==> src/rtl/i2c_pkg.sv <==
// Shared definitions for the i2c_master arbiter slice: command field widths,
// speed-mode codes and the arbiter FSM encoding.
package i2c_pkg;

  localparam int ADDR_W = 7;
  localparam int DATA_W = 8;

  localparam logic [1:0] SPEED_100K = 2'b00;
  localparam logic [1:0] SPEED_400K = 2'b01;
  localparam logic [1:0] SPEED_1M   = 2'b10;
  localparam logic [1:0] SPEED_3M4  = 2'b11;

  localparam logic [1:0] ST_IDLE      = 2'd0;
  localparam logic [1:0] ST_ISSUE     = 2'd1;
  localparam logic [1:0] ST_WAIT_DONE = 2'd2;
  localparam logic [1:0] ST_RESPOND   = 2'd3;

endpackage

==> src/rtl/i2c_rr_arbiter.sv <==
// Round-robin picker: first set request at or after ptr, wrapping past the top.
module i2c_rr_arbiter #(
  parameter int NUM_REQ = 4,
  localparam int IDX_W = $clog2(NUM_REQ)
) (
  input  logic [NUM_REQ-1:0] req,
  input  logic [IDX_W-1:0]   ptr,
  output logic [NUM_REQ-1:0] gnt,
  output logic [IDX_W-1:0]   gnt_idx,
  output logic               gnt_valid
);

  logic [IDX_W:0]   sum;
  logic [IDX_W-1:0] cand;

  // One extra bit on the sum keeps the wrap correct for non-power-of-two NUM_REQ.
  always_comb begin
    gnt       = '0;
    gnt_idx   = '0;
    gnt_valid = 1'b0;
    sum       = '0;
    cand      = '0;
    for (int k = 0; k < NUM_REQ; k++) begin
      sum = {1'b0, ptr} + (IDX_W+1)'(k);
      if (sum >= (IDX_W+1)'(NUM_REQ)) begin
        sum = sum - (IDX_W+1)'(NUM_REQ);
      end
      cand = sum[IDX_W-1:0];
      if (!gnt_valid && req[cand]) begin
        gnt_valid = 1'b1;
        gnt[cand] = 1'b1;
        gnt_idx   = cand;
      end
    end
  end

endmodule

==> src/rtl/i2c_arbiter.sv <==
// Shares one i2c_master between NUM_REQ requesters: round-robin grant, timed
// strobe issue, synchronised completion and per-requester response.
module i2c_arbiter
  import i2c_pkg::*;
#(
  parameter int NUM_REQ        = 4,
  parameter int HOLD_CYCLES    = 2048,
  parameter int TIMEOUT_CYCLES = 2_000_000
) (
  input  logic                      clk,
  input  logic                      rst,
  input  logic [NUM_REQ-1:0]        req,
  input  logic [NUM_REQ-1:0]        req_rnw,
  input  logic [ADDR_W*NUM_REQ-1:0] req_addr,
  input  logic [DATA_W*NUM_REQ-1:0] req_wdata,
  input  logic [2*NUM_REQ-1:0]      req_speed,
  output logic [NUM_REQ-1:0]        gnt,
  output logic [NUM_REQ-1:0]        rsp_valid,
  output logic [DATA_W-1:0]         rsp_rdata,
  output logic                      rsp_ack_err,
  output logic                      rsp_timeout,
  output logic                      busy,
  output logic                      m_write,
  output logic                      m_read,
  output logic [1:0]                m_speed_mode,
  output logic [ADDR_W-1:0]         m_addr,
  output logic [DATA_W-1:0]         m_data_wr,
  input  logic [DATA_W-1:0]         m_data_rd,
  input  logic                      m_done,
  input  logic                      m_ack_error
);

  localparam int IDX_W  = $clog2(NUM_REQ);
  localparam int HOLD_W = $clog2(HOLD_CYCLES + 1);
  localparam int TMO_W  = $clog2(TIMEOUT_CYCLES + 1);
  localparam logic [HOLD_W-1:0] HOLD_LAST = HOLD_W'(HOLD_CYCLES - 1);
  localparam logic [TMO_W-1:0]  TMO_LAST  = TMO_W'(TIMEOUT_CYCLES - 1);
  localparam logic [IDX_W-1:0]  IDX_LAST  = IDX_W'(NUM_REQ - 1);

  logic [1:0]         state;
  logic [IDX_W-1:0]   ptr;
  logic [NUM_REQ-1:0] cur_gnt;
  logic               cur_rnw;
  logic [HOLD_W-1:0]  hold_cnt;
  logic [TMO_W-1:0]   tmo_cnt;

  logic done_s1, sync_done, done_d;
  logic ack_s1, sync_ack_error;
  logic done_rise;

  logic [NUM_REQ-1:0] pick_gnt;
  logic [IDX_W-1:0]   pick_idx;
  logic               pick_valid;
  logic               sel_rnw;
  logic [ADDR_W-1:0]  sel_addr;
  logic [DATA_W-1:0]  sel_wdata;
  logic [1:0]         sel_speed;

  // done/ack_error come from the master's divided-clock domain.
  always_ff @(posedge clk or negedge rst) begin
    if (!rst) begin
      done_s1        <= 1'b0;
      sync_done      <= 1'b0;
      done_d         <= 1'b0;
      ack_s1         <= 1'b0;
      sync_ack_error <= 1'b0;
    end else begin
      done_s1        <= m_done;
      sync_done      <= done_s1;
      done_d         <= sync_done;
      ack_s1         <= m_ack_error;
      sync_ack_error <= ack_s1;
    end
  end

  assign done_rise = sync_done & ~done_d;

  i2c_rr_arbiter #(.NUM_REQ(NUM_REQ)) u_rr (
    .req       (req),
    .ptr       (ptr),
    .gnt       (pick_gnt),
    .gnt_idx   (pick_idx),
    .gnt_valid (pick_valid)
  );

  assign sel_rnw   = req_rnw[pick_idx];
  assign sel_addr  = req_addr[int'(pick_idx)*ADDR_W +: ADDR_W];
  assign sel_wdata = req_wdata[int'(pick_idx)*DATA_W +: DATA_W];
  assign sel_speed = req_speed[int'(pick_idx)*2 +: 2];

  // The timeout counter runs from gnt; a done_rise seen during ISSUE is the
  // master's stale done level and is deliberately not looked at.
  always_ff @(posedge clk or negedge rst) begin
    if (!rst) begin
      state        <= ST_IDLE;
      ptr          <= '0;
      cur_gnt      <= '0;
      cur_rnw      <= 1'b0;
      hold_cnt     <= '0;
      tmo_cnt      <= '0;
      gnt          <= '0;
      rsp_valid    <= '0;
      rsp_rdata    <= '0;
      rsp_ack_err  <= 1'b0;
      rsp_timeout  <= 1'b0;
      busy         <= 1'b0;
      m_write      <= 1'b0;
      m_read       <= 1'b0;
      m_speed_mode <= SPEED_100K;
      m_addr       <= '0;
      m_data_wr    <= '0;
    end else begin
      gnt       <= '0;
      rsp_valid <= '0;
      case (state)
        ST_IDLE: begin
          if (pick_valid) begin
            gnt          <= pick_gnt;
            cur_gnt      <= pick_gnt;
            cur_rnw      <= sel_rnw;
            m_addr       <= sel_addr;
            m_data_wr    <= sel_wdata;
            m_speed_mode <= sel_speed;
            m_write      <= ~sel_rnw;
            m_read       <= sel_rnw;
            busy         <= 1'b1;
            ptr          <= (pick_idx == IDX_LAST) ? '0 : pick_idx + 1'b1;
            hold_cnt     <= '0;
            tmo_cnt      <= '0;
            state        <= ST_ISSUE;
          end
        end
        ST_ISSUE: begin
          tmo_cnt <= tmo_cnt + 1'b1;
          if (hold_cnt == HOLD_LAST) begin
            m_write <= 1'b0;
            m_read  <= 1'b0;
            state   <= ST_WAIT_DONE;
          end else begin
            hold_cnt <= hold_cnt + 1'b1;
          end
        end
        ST_WAIT_DONE: begin
          tmo_cnt <= tmo_cnt + 1'b1;
          if (done_rise) begin
            rsp_valid   <= cur_gnt;
            rsp_rdata   <= cur_rnw ? m_data_rd : '0;
            rsp_ack_err <= sync_ack_error;
            rsp_timeout <= 1'b0;
            state       <= ST_RESPOND;
          end else if (tmo_cnt >= TMO_LAST) begin
            rsp_valid   <= cur_gnt;
            rsp_rdata   <= '0;
            rsp_ack_err <= 1'b0;
            rsp_timeout <= 1'b1;
            state       <= ST_RESPOND;
          end
        end
        ST_RESPOND: begin
          busy        <= 1'b0;
          rsp_rdata   <= '0;
          rsp_ack_err <= 1'b0;
          rsp_timeout <= 1'b0;
          state       <= ST_IDLE;
        end
        default: state <= ST_IDLE;
      endcase
    end
  end

endmodule

==> config.mk <==
export PLATFORM = sky130hd
export DESIGN_NAME = i2c_arbiter
export DESIGN_NICKNAME = d
export VERILOG_FILES = /design/src/rtl/i2c_pkg.sv /design/src/rtl/i2c_rr_arbiter.sv /design/src/rtl/i2c_arbiter.sv
export SDC_FILE = /design/constraint.sdc
export NUM_CORES = 1
export LEC_CHECK = 0
export ABC_AREA = 0
export BUFFER_PORTS_ARGS = -buffer_cell sky130_fd_sc_hd__clkbuf_2
export CORE_MARGIN = 2
export CORE_UTILIZATION = 41
export CTS_CLUSTER_SIZE = 8
export DETAILED_ROUTE_END_ITERATION = 6
export SLEW_MARGIN = 20
export SYNTH_ARGS = -nofsm -noshare
export SYNTH_HDL_FRONTEND = slang
export SYNTH_SLANG_ARGS = --single-unit
==> constraint.sdc <==
create_clock -name clk -period 3.9 [get_ports clk]
set_input_delay 1.17 -clock clk [delete_from_list [all_inputs] [get_ports clk]]
set_output_delay 1.17 -clock clk [all_outputs]
set_load 0.02 [all_outputs]
# Yosys cells after proc, flatten, opt, wreduce, memory -nomap -nowiden

Index checks and enable logic that the tools add are counted.

Add/sub/neg operators: 10
Reductions and logical operators: 23
Bitwise operators: 6
Muxes and demuxes: 67
Eq/ne operators: 9
$mul: 1
Order comparisons: 14
Shift-type cells: 3

Operators by type and width:

| cell                  | number |
|---|---|
| $pmux 21 s2           | 1 |
| $mux 4                | 9 |
| $shiftx 32x6->8       | 1 |
| $shiftx 28x6->7       | 1 |
| $mux 2                | 13 |
| $mux 12               | 2 |
| $mux 8                | 3 |
| $pmux 12 s2           | 1 |
| $add 21x1->21 const B | 1 |
| $ge 21x21->1 const B  | 1 |
| $mux 1                | 21 |
| $mux 21               | 1 |
| $pmux 8 s2            | 1 |
| $lt 2x3->1 const B    | 5 |
| $add 12x1->12 const B | 1 |
| $eq 12x11->1 const B  | 1 |
| $or 4x4->4            | 3 |
| $bmux 1 s2            | 5 |
| $pmux 1 s2            | 5 |
| $ge 3x3->1 const B    | 3 |
| $reduce_and 3->1      | 3 |
| $demux 1 s2           | 4 |
| $ge 2x1->1 const B    | 4 |
| $pmux 2 s4            | 1 |
| 19 further kinds      | 42 |

Flip-flop bits (word level): 85
Word-level logic and storage cells: 155
Output and inout bits: 38
Bits of input ports: 88

# Logic depth before layout (Yosys ltp)

Gate-level depths: netlist of run 1.

Word-level depth: 19
Mapped depth: 12
Depth with buffers taken out: 8

# By module

A second synthesis of run 1 with hierarchy kept.

Cell total of the unflattened synthesis: 409
Area, all modules: 4,823.4 um^2

Modules (own cells, without submodules):

| module         | area each (um^2) | instances | cells an instance |
|---|---|---|---|
| i2c_arbiter    | 4,404.2          | 1         | 364 |
| i2c_rr_arbiter | 419.2            | 1         | 45 |

# Least setup slack after synthesis of run 1

No wires, ideal clock.

Path type: input -> register
Start: in req[3]
End: reg cur_rnw
Path slack: 609 ps
Path buffers: 1
Stages on the path: 7
Data required time: 3,774 ps
Data arrival time: 3,165 ps
Cells stage by stage: buf_2 mux4_2 nor3b_2 a211oi_4 mux2_2 nor2b_1 a221o_1

Word-level cells in the longest chain between the ends: 14

RTL lines:

| element                      | line                 | text |
|---|---|---|
| start: declaration           | i2c_arbiter.sv:12    | `input logic [NUM_REQ-1:0] req,` |
| $bmux 1 s2                   | i2c_rr_arbiter.sv:29 | `if (!gnt_valid && req[cand]) begin` |
| $mux 1 (not written as such) | i2c_rr_arbiter.sv:29 |  |
| $mux 1                       | i2c_rr_arbiter.sv:29 |  |
| $logic_not 1->1              | i2c_rr_arbiter.sv:29 |  |
| $logic_and 1x1->1            | i2c_rr_arbiter.sv:29 |  |
| $mux 1                       | i2c_rr_arbiter.sv:29 |  |
| $logic_not 1->1              | i2c_rr_arbiter.sv:29 |  |
| $logic_and 1x1->1            | i2c_rr_arbiter.sv:29 |  |
| $mux 1                       | i2c_rr_arbiter.sv:29 |  |
| $logic_not 1->1              | i2c_rr_arbiter.sv:29 |  |
| $logic_and 1x1->1            | i2c_rr_arbiter.sv:29 |  |
| $mux 2                       | i2c_rr_arbiter.sv:29 |  |
| $bmux 1 s2                   | i2c_arbiter.sv:86    | `assign sel_rnw = req_rnw[pick_idx];` |
| $mux 1 (not written as such) | i2c_arbiter.sv:86    |  |
| end signal: assignment       | i2c_arbiter.sv:120   | `cur_rnw <= sel_rnw;` |
| end: declaration             | i2c_arbiter.sv:43    | `logic cur_rnw;` |

Parallel ways exist; a longest one is shown, timed or not. The select of a mux whose other input is x is not followed.
A chain may end at the register's enable or synchronous reset.

# Worst setup path in the final report of run 1

Start: reg ptr[0]
End: reg cur_rnw

Word-level cells in the longest chain between the ends: 16

RTL lines:

| element                                                              | line               | text |
|---|---|---|
| start: declaration                                                   | i2c_arbiter.sv:41  | `logic [IDX_W-1:0] ptr;` |
| start signal: assignment                                             | i2c_arbiter.sv:127 | `ptr <= (pick_idx == IDX_LAST) ? '0 : pick_idx + 1'b1;` |
| parallel branches: the longest is 16 deep, another holds $add 2x1->3 | n/a                |  |

Parallel ways; which one is timed is not known. The select of a mux whose other input is x is not followed.

==> results of run 1 <==
-- layout make-up --
| cell class | count | area [um2] |
|---|---|---|
| multi-input cells | 383 | 2734 |
| clock buffers | 12 | 246.5 |
| clock inverters | 4 | 56.30 |
| repair buffers | 138 | 738.2 |
| fillers | 1112 | 5877 |
| flip-flops and latches | 85 | 2127 |
| inverters | 13 | 48.80 |
| well taps | 147 | 183.9 |
-- kinds of logic after synthesis --
kind of cell	synth area share, %
AND/OR/NAND/NOR	17.18
buffers and inverters	3.729
flip-flops	42.27
AO/OA/AOI/OAI	18.08
multiplexers	10.82
adder cells (fa/ha/maj)	3.232
XOR/XNOR	4.699
-- worst max-delay path by stage --
| stage | end | slack (ns) |
|---|---|---|
| after floorplan | cur_rnw$_DFFE_PN0P_ | 0.61 |
| after global placement | m_addr[1]$_DFFE_PN0P_ | 0.41 |
| after detailed placement | m_addr[1]$_DFFE_PN0P_ | 0.35 |
| after CTS | m_addr[1]$_DFFE_PN0P_ | 0.70 |
| after global routing | cur_rnw$_DFFE_PN0P_ | 0.48 |
| final | cur_rnw$_DFFE_PN0P_ | 0.64 |
-- per-stage QoR --
| stage | utilization (%) | instance area, um2 | power (mW) | worst slack, ns | cells |
|---|---|---|---|---|---|
| CTS | 51.07 | 6135 | 4.767 | 0.6974 | 782 |
| finish | 51.07 | 6135 | 4.737 | 0.6421 | 782 |
| floorplan | - | 5032 | 3.178 | 0.6085 | 509 |
| global placement | 48.55 | 5832 | 3.833 | 0.4088 | 766 |
| detailed placement | 48.55 | 5832 | 3.888 | 0.3460 | 766 |
| global route | 51.07 | 6135 | 5.077 | 0.4828 | 782 |
-- synthesized netlist by cell type, types with 4 or more instances --
cell type  count  area (um2)
clkbuf_1      10       37.54
mux2_1        10       112.6
a21oi_1       11       55.05
a211oi_1       9       67.56
nor4_1         6       37.54
a221oi_1       4       35.03
nand2_1       37       138.9
xor2_1        20       175.2
dfrtp_1       85        2127
a22o_1        11       96.34
and3_1        10       62.56
o22ai_1       17       106.4
nand4_1        7       43.79
nor3_1        27       135.1
buf_2         14       70.07
o22a_1        17       148.9
a211oi_2      10       125.1
nor2_1        50       187.7
nand3_1       16       80.08
o21ai_0       17       85.08
mux2_2        11       123.9
a22oi_1        4       30.03
nor2b_1        4       25.02
xnor2_1        7       61.31
inv_1         13       48.80
ha_1          13       162.7
mux2i_1       24       240.2
-- state kept, by name, indices dropped and copies added, names as in the netlist, 2 cells and up --
signal,flops
m_speed_mode,2
cur_gnt,4
m_data_wr,8
rsp_valid,4
gnt,4
rsp_rdata,8
tmo_cnt,21
m_addr,7
hold_cnt,12
ptr,2
state,2
-- power breakdown --
group | internal [mW] | switching, mW | leakage (nW)
sequential | 1.11 | 0.154 | 1.09
combinational | 1.06 | 1.55 | 1.64
clock | 0.519 | 0.344 | 0.147
total | 2.69 | 2.05 | 2.88
-- per-layer routing --
metal  wire length (um)  GRT usage (%)  up-vias
li1                   -              -     2125
met5                  0              0        -
met2               5852          32.47      137
met4                238          7.149        0
met3                775          4.586       17
met1               5677          24.76     2126
==> metrics.yaml, run 1 <==
floorplan:
  die_h_um: 114.8
  core_mm2: 0.01201
  die_w_um: 114.8
  rows: 40
  die-area_mm2: 0.01318
  start_util_pct: 41.90
  io_pins: 126
critical_path:
  rrSetupSlack_ns: 0.64
  crit_chain: "inv_1 > ha_1 > mux4_2 > nor2b_1 > nor2_4 > mux2i_1 > or2_1 > a221o_1"
  cp.arrival_ns: 3.48
  cp_slowest_cell: "mux4_2"
  start_kind: "flop"
  path_delay_family: "simple AND/OR/NAND/NOR gates"
  r2r-start: "ptr[0]$_DFFE_PN0P_"
  cp.depth: 8
  criticalPathCategory: "reg2reg"
  end_kind: "flop"
  r2r-end: "cur_rnw$_DFFE_PN0P_"
  cp.required_ns: 4.12
  cp_num_buf_inv: 1
  max_stage_delay_ns: 0.67
  r2r_cells: 8
  critPathLaunch: "ptr[0]$_DFFE_PN0P_"
  critPathMaxFanout: 19
synth:
  synth.ff_latch_count: 85
  synth_seq_area_share_pct: 42.27
  syn_avg_cell_area_um2: 9.887
  syn-instance-count: 509
  synthArstFlopShare_pct: 100.0
  synth_edf_count: 0
  ys.flop_type: "dfrtp_1"
  syn-num-nets: 610
  yosys_warnings: 0
  yosysUniqueCellTypes: 59
  synth_area_mm2: 0.005032
timing:
  rsz0062_at_grt: "false"
  worstMarginPinSlew_ns: 0.7635
  slew_headroom_pct: 49.10
  holdWs_ns: 0.3498
  fin_worst_skew_ns: 0.009265
  post-route-min-period_ns: 3.258
  tns_ns: 0
  max_freq_mhz: 306.9
  setup_viol: 0
  hold_violations: 0
  final.period_utilization_pct: 83.54
  drv_slew: 0
cts:
  clockBufferDepth: 2
  cts_hold_buf: 0
  clockRootBuffer: "clkbuf_16"
  h-tree-depth: 3
  clock_latency_ns: 0.34
  cts.sinks: 85
  ctsResizeCount: 0
  cts_made_buffers: 9
  cts_setup_buffers: 0
  clk_pin_slew_ns: 0.06
  cts_tree: "yes"
cells_and_area:
  antenna_cells: 0
  nets: 731
  final_cell_mix: "clkbuf_2 (124), dfrtp_1 (85), nor2_1 (50), nand2_1 (37), nor3_1 (26)"
  area_growth_pct: 21.90
  final_common_cell: "clkbuf_2"
  drive_gt1_share_pct: 28.82
drt:
  via_per_inst: 5.633
  first_iter_violations: 176
  routed_wl_mm: 12.54
  dr.pass1.iters: 4
  wl_per_cell_um: 16.04
  via_count: 4405
  ant_nets: 0
  drc_errors: 0
global_routing:
  grt_pass1_wl_mm: 20.41
  grt_usage_pct: 19.45
  grt_max_degree: 48
  grt_pass1_vias: 4289
  grt_overflow: 0
  antenna_found_initial: 0
place:
  gp_congestion: 0.8678
  portBuffers: 125
  hpwl_mm: 9.259
power:
  max-vdd-ir-drop_mv: 0.3706
  power.leakage_nw: 2.880
  power.density_mw_per_mm2: 772.2
status:
  outcome: "complete, no violations"
hold_path:
  min_to: "sync_ack_error$_DFF_PN0_"
  min_from: "ack_s1$_DFF_PN0_"
  whs_path_depth: 0
  min_path_type: "reg2reg"
run:
  maxCapViolCount: 0
Note: power is estimated with default switching activity, not from simulation.
==> run 2: changes to the inputs <==
==> constraint.sdc (replaced) <==
create_clock -name clk -period 3.15 [get_ports clk]
set_input_delay 0.945 -clock clk [delete_from_list [all_inputs] [get_ports clk]]
set_output_delay 0.945 -clock clk [all_outputs]
set_load 0.02 [all_outputs]
==> run 2 against run 1 <==
Effect of this change: via count rose by 2.5%; cell count rose by 2.0%; first-iteration DRC count rose by 22%; fmax rose by 15%; clock-buffer cell count fell by 1; global-route usage rose by 1.1 points; clock power rose by 25%; die area did not move; non-clock buffer count rose by 16; utilization rose by 1.3 points; worst hold slack improved by 0.0042 ns; register-to-register slack got worse by 0.32 ns; critical path type unchanged; largest power group unchanged.
==> metrics.yaml, run 2 (synthesis results as in run 1) <==
status:
  outcome: "complete, no violations"
critical_path:
  cp.arrival_ns: 3.06  # -0.42 ns
  criticalPathCategory: "reg2reg"
  critPathMaxFanout: 5  # -14
  r2r-end: "cur_rnw$_DFFE_PN0P_"
  cp.required_ns: 3.38  # -0.74 ns
  endpoint: "cur_rnw$_DFFE_PN0P_"
  critPathLaunch: "ptr[1]$_DFFE_PN0P_"
  start_kind: "flop"
  end_kind: "flop"
  r2r_cells: 9  # +1
  r2r-start: "ptr[1]$_DFFE_PN0P_"
  rrSetupSlack_ns: 0.32  # -0.32 ns
cts:
  clockBufferDepth: 2  # unchanged
  h-tree-depth: 3  # unchanged
  clockRootBuffer: "clkbuf_16"
  cts_setup_buffers: 0  # unchanged
  cts_hold_buf: 0  # unchanged
  clk_pin_slew_ns: 0.06  # about the same
  cts_tree: "yes"
  clock_latency_ns: 0.34  # about the same
  ctsResizeCount: 0  # unchanged
  cts.sinks: 85  # unchanged
  cts_made_buffers: 9  # unchanged
power:
  p_seq_share_pct: 25.7  # -0.9 points
  max-vdd-ir-drop_mv: 0.6514  # +76%
  clkPwrFrac_pct: 17.8  # -0.4 points
  p_total_mw: 6.070  # +28%
  p_comb_share_pct: 56.5  # +1.3 points
  power.leakage_nw: 2.962  # +2.9%
  switchingPower_mw: 2.591  # +27%
  power_switching_share_pct: 42.68  # -0.53 points
  power.density_mw_per_mm2: 965.7  # +25%
  internal-power_mw: 3.479  # +29%
drt:
  via_per_inst: 5.659  # +0.46%
  drc_errors: 0  # unchanged
  first_iter_violations: 214  # +22%
  ant_nets: 0  # unchanged
  routed_wl_mm: 12.87  # +2.6%
  wl_per_cell_um: 16.12  # +0.52%
  dr.pass1.iters: 5  # +1
  via_count: 4516  # +2.5%
place:
  hpwl_mm: 9.486  # +2.5%
  placedCellCount: 781  # +2.0%
  dpl_cell_area_mm2: 0.005957  # +2.1%
  gp_congestion: 0.8491  # -2.2%
  portBuffers: 125  # unchanged
global_routing:
  grt_usage_pct: 20.55  # +1.1 points
  grt_max_degree: 43  # -10%
  grt_overflow: 0  # unchanged
  grt_pass1_wl_mm: 21.52  # +5.4%
  grt_pass1_vias: 4513  # +5.2%
  antenna_found_initial: 0  # unchanged
timing:
  setup_viol: 0  # unchanged
  hold_violations: 0  # unchanged
  post-route-min-period_ns: 2.829  # -0.4290 ns
  drv_slew: 0  # unchanged
  slew_headroom_pct: 56.63  # +7.5 points
  fin_worst_skew_ns: 0.008015  # -0.001249 ns
  rsz0062_at_grt: "false"
  final.period_utilization_pct: 89.81  # +6.3 points
  worstMarginPinSlew_ns: 0.6467  # -0.1168 ns
  max_freq_mhz: 353.5  # +15%
cells_and_area:
  largest_reg_flops: 21  # unchanged
  final_cell_mix: "clkbuf_2 (124), dfrtp_1 (85), nor2_1 (50), nand2_1 (37), buf_4 (27)"
  final_common_cell: "clkbuf_2"
  regMostFlops: "tmo_cnt"
  final_cells: 798  # +2.0%
  final_area_mm2: 0.006286  # +2.5%
  nets: 747  # +2.2%
  n_fill_cell: 1134  # +2.0%
  antenna_cells: 0  # unchanged
  drive_gt1_share_pct: 30.72  # +1.9 points
  reg.largest.list: "tmo_cnt (21), hold_cnt (12)"
  area_growth_pct: 24.91
floorplan:
  io_pins: 126  # unchanged
  core_mm2: 0.01201  # unchanged
  start_util_pct: 41.90  # unchanged
  die-area_mm2: 0.01318  # unchanged
  die_h_um: 114.8  # unchanged
  rows: 40  # unchanged
  die_w_um: 114.8  # unchanged
run:
  maxCapViolCount: 0  # unchanged
hold_path:
  min_path_type: "reg2reg"
## run 2: cell types whose count changed in the layout (fill, tap and decap cells not counted), sizes merged
cell,previous run,this run
clkinvlp,0,2
buf,14,30
clkbuf,136,135
clkinv,2,1
## run 2: layout make-up
cell class | count | area [um2] | share of cell area, %
Clock buffer | 11 | 242.7 | 3.861
Multi-Input combinational cell | 383 | 2734 | 43.49
Inverter | 13 | 48.80 | 0.7763
Tap cell | 147 | 183.9 | 2.926
Clock inverter | 5 | 58.81 | 0.9355
Sequential cell | 85 | 2127 | 33.84
Timing Repair Buffer | 154 | 890.9 | 14.17
## run 2: power groups by stage
| stage | logic, mW | registers [mW] | clock network (mW) |
|---|---|---|---|
| after floorplan | 2.19 | 1.74 | 0 |
| after global placement | 3.30 | 1.57 | 0 |
| after detailed placement | 3.39 | 1.57 | 0 |
| after CTS | 3.39 | 1.56 | 1.11 |
| after global routing | 3.76 | 1.60 | 1.15 |
| final | 3.43 | 1.56 | 1.08 |
## run 2: worst max-delay path: stages, from the launching register on
cell,delay [ns]
dfrtp_1,0.34
inv_1,0.08
ha_1,0.43
mux4_2,0.63
buf_4,0.20
nor2b_1,0.26
nor2_4,0.07
mux2i_1,0.13
or2_1,0.25
a221o_1,0.32
## run 2: layer usage
metal / part of all wire [%] / wire length [um] / vias to the layer above / global-route usage [%]
met5: 0 / 0 / - / 0
met4: 1.4 / 185 / 0 / 7.470
met3: 6.8 / 877 / 16 / 5.271
met2: 47 / 6010 / 142 / 34.28
met1: 45 / 5794 / 2197 / 25.95
li1: - / - / 2161 / -
## run 2: how the worst min path moves through the flow
| stage | cells past startpoint | slack [ns] | to | start |
|---|---|---|---|---|
| floorplan | 0 | 0.33 | sync_ack_error$_DFF_PN0_ | ack_s1$_DFF_PN0_ |
| global placement | 0 | 0.33 | sync_done$_DFF_PN0_ | done_s1$_DFF_PN0_ |
| detailed placement | 0 | 0.35 | sync_done$_DFF_PN0_ | done_s1$_DFF_PN0_ |
| CTS | 0 | 0.36 | sync_done$_DFF_PN0_ | done_s1$_DFF_PN0_ |
| global route | 0 | 0.37 | sync_done$_DFF_PN0_ | done_s1$_DFF_PN0_ |
| finish | 0 | 0.35 | sync_done$_DFF_PN0_ | done_s1$_DFF_PN0_ |
## run 2: through the flow
stage / TNS (ns) / hold WS (ns) / setup WS, ns / util (%)
2_1_floorplan: 0 / 0.3312 / 0.08351 / -
3_3_place_gp: 0 / 0.3328 / 0.07430 / 49.59
3_5_place_dp: -0.1587 / 0.3457 / -0.04697 / 49.59
4_1_cts: 0 / 0.3599 / 0.1227 / 52.10
5_1_grt: 0 / 0.3681 / 0.1794 / 52.33
6_report: 0 / 0.3540 / 0.3211 / 52.33
==> run 3: changes to the inputs <==
--- a/config.mk
+++ b/config.mk
@@ -8,9 +8,10 @@
 export ABC_AREA = 0
 export BUFFER_PORTS_ARGS = -buffer_cell sky130_fd_sc_hd__clkbuf_2
 export CORE_MARGIN = 2
-export CORE_UTILIZATION = 41
+export CORE_UTILIZATION = 54
 export CTS_CLUSTER_SIZE = 8
 export DETAILED_ROUTE_END_ITERATION = 6
+export PLACE_DENSITY = 0.81
 export SLEW_MARGIN = 20
 export SYNTH_ARGS = -nofsm -noshare
 export SYNTH_HDL_FRONTEND = slang
==> run 3 against run 2 <==
Effect of this change: die area is 23% lower; first-iteration DRC count is 11% lower; worst hold slack better by 0.0074 ns; routed wire length is 1.1% lower; clock skew hardly changed; critical path type unchanged; largest cell class unchanged.
==> metrics.yaml, run 3 (synthesis results as in run 1) <==
cts:
  ctsResizeCount: 0  # unchanged
  h-tree-depth: 3  # unchanged
  clock_latency_ns: 0.36  # +0.02 ns
  cts_made_buffers: 9  # unchanged
  cts_tree: "yes"
  clockRootBuffer: "clkbuf_8"
  cts_setup_buffers: 0  # unchanged
  clk_pin_slew_ns: 0.09  # +0.03 ns
  cts_hold_buf: 0  # unchanged
  cts.sinks: 85  # unchanged
  clockBufferDepth: 2  # unchanged
power:
  power.density_mw_per_mm2: 927.0  # -4.0%
  max-vdd-ir-drop_mv: 0.5629  # -14%
  power.leakage_nw: 2.876  # -2.9%
critical_path:
  r2r-start: "ptr[1]$_DFFE_PN0P_"
  cp_num_buf_inv: 1  # -1
  crit_chain: "inv_1 > ha_1 > or3b_1 > a2111o_1 > and3_1 > a211o_1 > o22ai_1 > a211oi_2"
  critPathLaunch: "ptr[1]$_DFFE_PN0P_"
  cp.required_ns: 3.39  # about the same
  criticalPathCategory: "reg2reg"
  cp_slowest_cell: "a211o_1"
  critPathMaxFanout: 18  # +13
  start_kind: "flop"
  path_delay_family: "compound AO/OA/AOI/OAI gates"
  cp.arrival_ns: 3.10  # +0.04 ns
  max_stage_delay_ns: 0.52  # -0.11 ns
  end_kind: "flop"
floorplan:
  io_pins: 126  # unchanged
  die_w_um: 100.5  # -12%
  die-area_mm2: 0.01011  # -23%
  rows: 35  # -13%
  core_mm2: 0.009153  # -24%
  die_h_um: 100.5  # -12%
  start_util_pct: 54.98  # +13 points
cells_and_area:
  nets: 742  # -0.67%
  final_cell_mix: "clkbuf_2 (124), dfrtp_1 (85), nor2_1 (50), nand2_1 (37), nor3_1 (26)"
  final_area_mm2: 0.006050  # -3.8%
  regMostFlops: "tmo_cnt"
  final_common_cell: "clkbuf_2"
  area_growth_pct: 20.21
  reg.largest.list: "tmo_cnt (21), hold_cnt (12)"
  largest_reg_flops: 21  # unchanged
  antenna_cells: 0  # unchanged
  drive_gt1_share_pct: 30.19  # -0.54 points
timing:
  hold_violations: 0  # unchanged
  setup_viol: 0  # unchanged
  drv_slew: 0  # unchanged
  setup_ws_ns: 0.2886  # -0.03248 ns
  holdWs_ns: 0.3614  # +0.007399 ns
  max_freq_mhz: 349.5  # -1.1%
  tns_ns: 0  # unchanged
  slew_headroom_pct: 53.57  # -3.1 points
  worstMarginPinSlew_ns: 0.6923  # +0.04561 ns
  post-route-min-period_ns: 2.861  # +0.03248 ns
  fin_worst_skew_ns: 0.007856  # -0.0001596 ns
  final.period_utilization_pct: 90.84  # +1.0 points
  rsz0062_at_grt: "false"
place:
  portBuffers: 125  # unchanged
  preCtsSetupSlack_ns: 0.05458  # +0.1015 ns
  dpl_cell_area_mm2: 0.005882  # -1.3%
  hpwl_mm: 9.479  # about the same
  gp_congestion: 0.8495  # about the same
global_routing:
  antenna_found_initial: 0  # unchanged
  grt_overflow: 0  # unchanged
  grt_pass1_wl_mm: 20.91  # -2.8%
  grt_usage_pct: 25.67  # +5.1 points
  grt_max_degree: 45  # +4.7%
  grt_pass1_vias: 4565  # +1.2%
hold_path:
  min_from: "ack_s1$_DFF_PN0_"
  min_path_type: "reg2reg"
drt:
  routed_wl_mm: 12.73  # -1.1%
  dr.pass1.iters: 5  # unchanged
  via_per_inst: 6.021  # +6.4%
  ant_nets: 0  # unchanged
  via_count: 4558  # +0.93%
  first_iter_violations: 190  # -11%
  drc_errors: 0  # unchanged
  wl_per_cell_um: 16.82  # +4.3%
status:
  outcome: "complete, no violations"
run:
  maxCapViolCount: 0  # unchanged
==> run 3: per-stage QoR <==
stage               utilization (%)  total power [mW]  cells
detailed placement            64.27             4.923    741
global route                  66.10             5.983    757
finish                        66.10             5.608    757
global placement              64.27             4.780    741
floorplan                         -             3.934    509
CTS                           66.10             5.610    757
==> run 3: final cells by class <==
type	instances	area [um2]
repair buffers	149	833.3
well taps	111	138.9
inverters	13	48.80
fillers	738	3103
flip-flops and latches	85	2127
multi-input cells	383	2734
clock buffers	10	127.6
clock inverters	6	40.04
==> run 3: path summary, 6_finish.rpt <==
kind	slack, ns	endpoint	cells past startpoint
min	0.36	sync_ack_error$_DFF_PN0_	0
max in group asynchronous	1.87	hold_cnt[8]$_DFFE_PN0P_	2
min in group asynchronous	0.57	tmo_cnt[18]$_DFFE_PN0P_	1
max reg2reg	0.29	m_addr[4]$_DFFE_PN0P_	8
max	0.29	m_addr[4]$_DFFE_PN0P_	8
min reg2reg	0.36	sync_ack_error$_DFF_PN0_	0
==> run 3: power breakdown <==
part           internal, mW  switching (mW)  leakage [nW]
Sequential             1.37           0.187          1.09
Clock                 0.285           0.395        0.0860
Combinational          1.42            1.96          1.70
==> run 3: routing by layer <==
layer	wire length (um)	vias to the layer above	GRT usage (%)
met2	6400	195	44.50
met3	865	28	5.062
li1	-	2142	-
met4	224	0	9.905
met1	5240	2193	31.63
met5	0	-	0
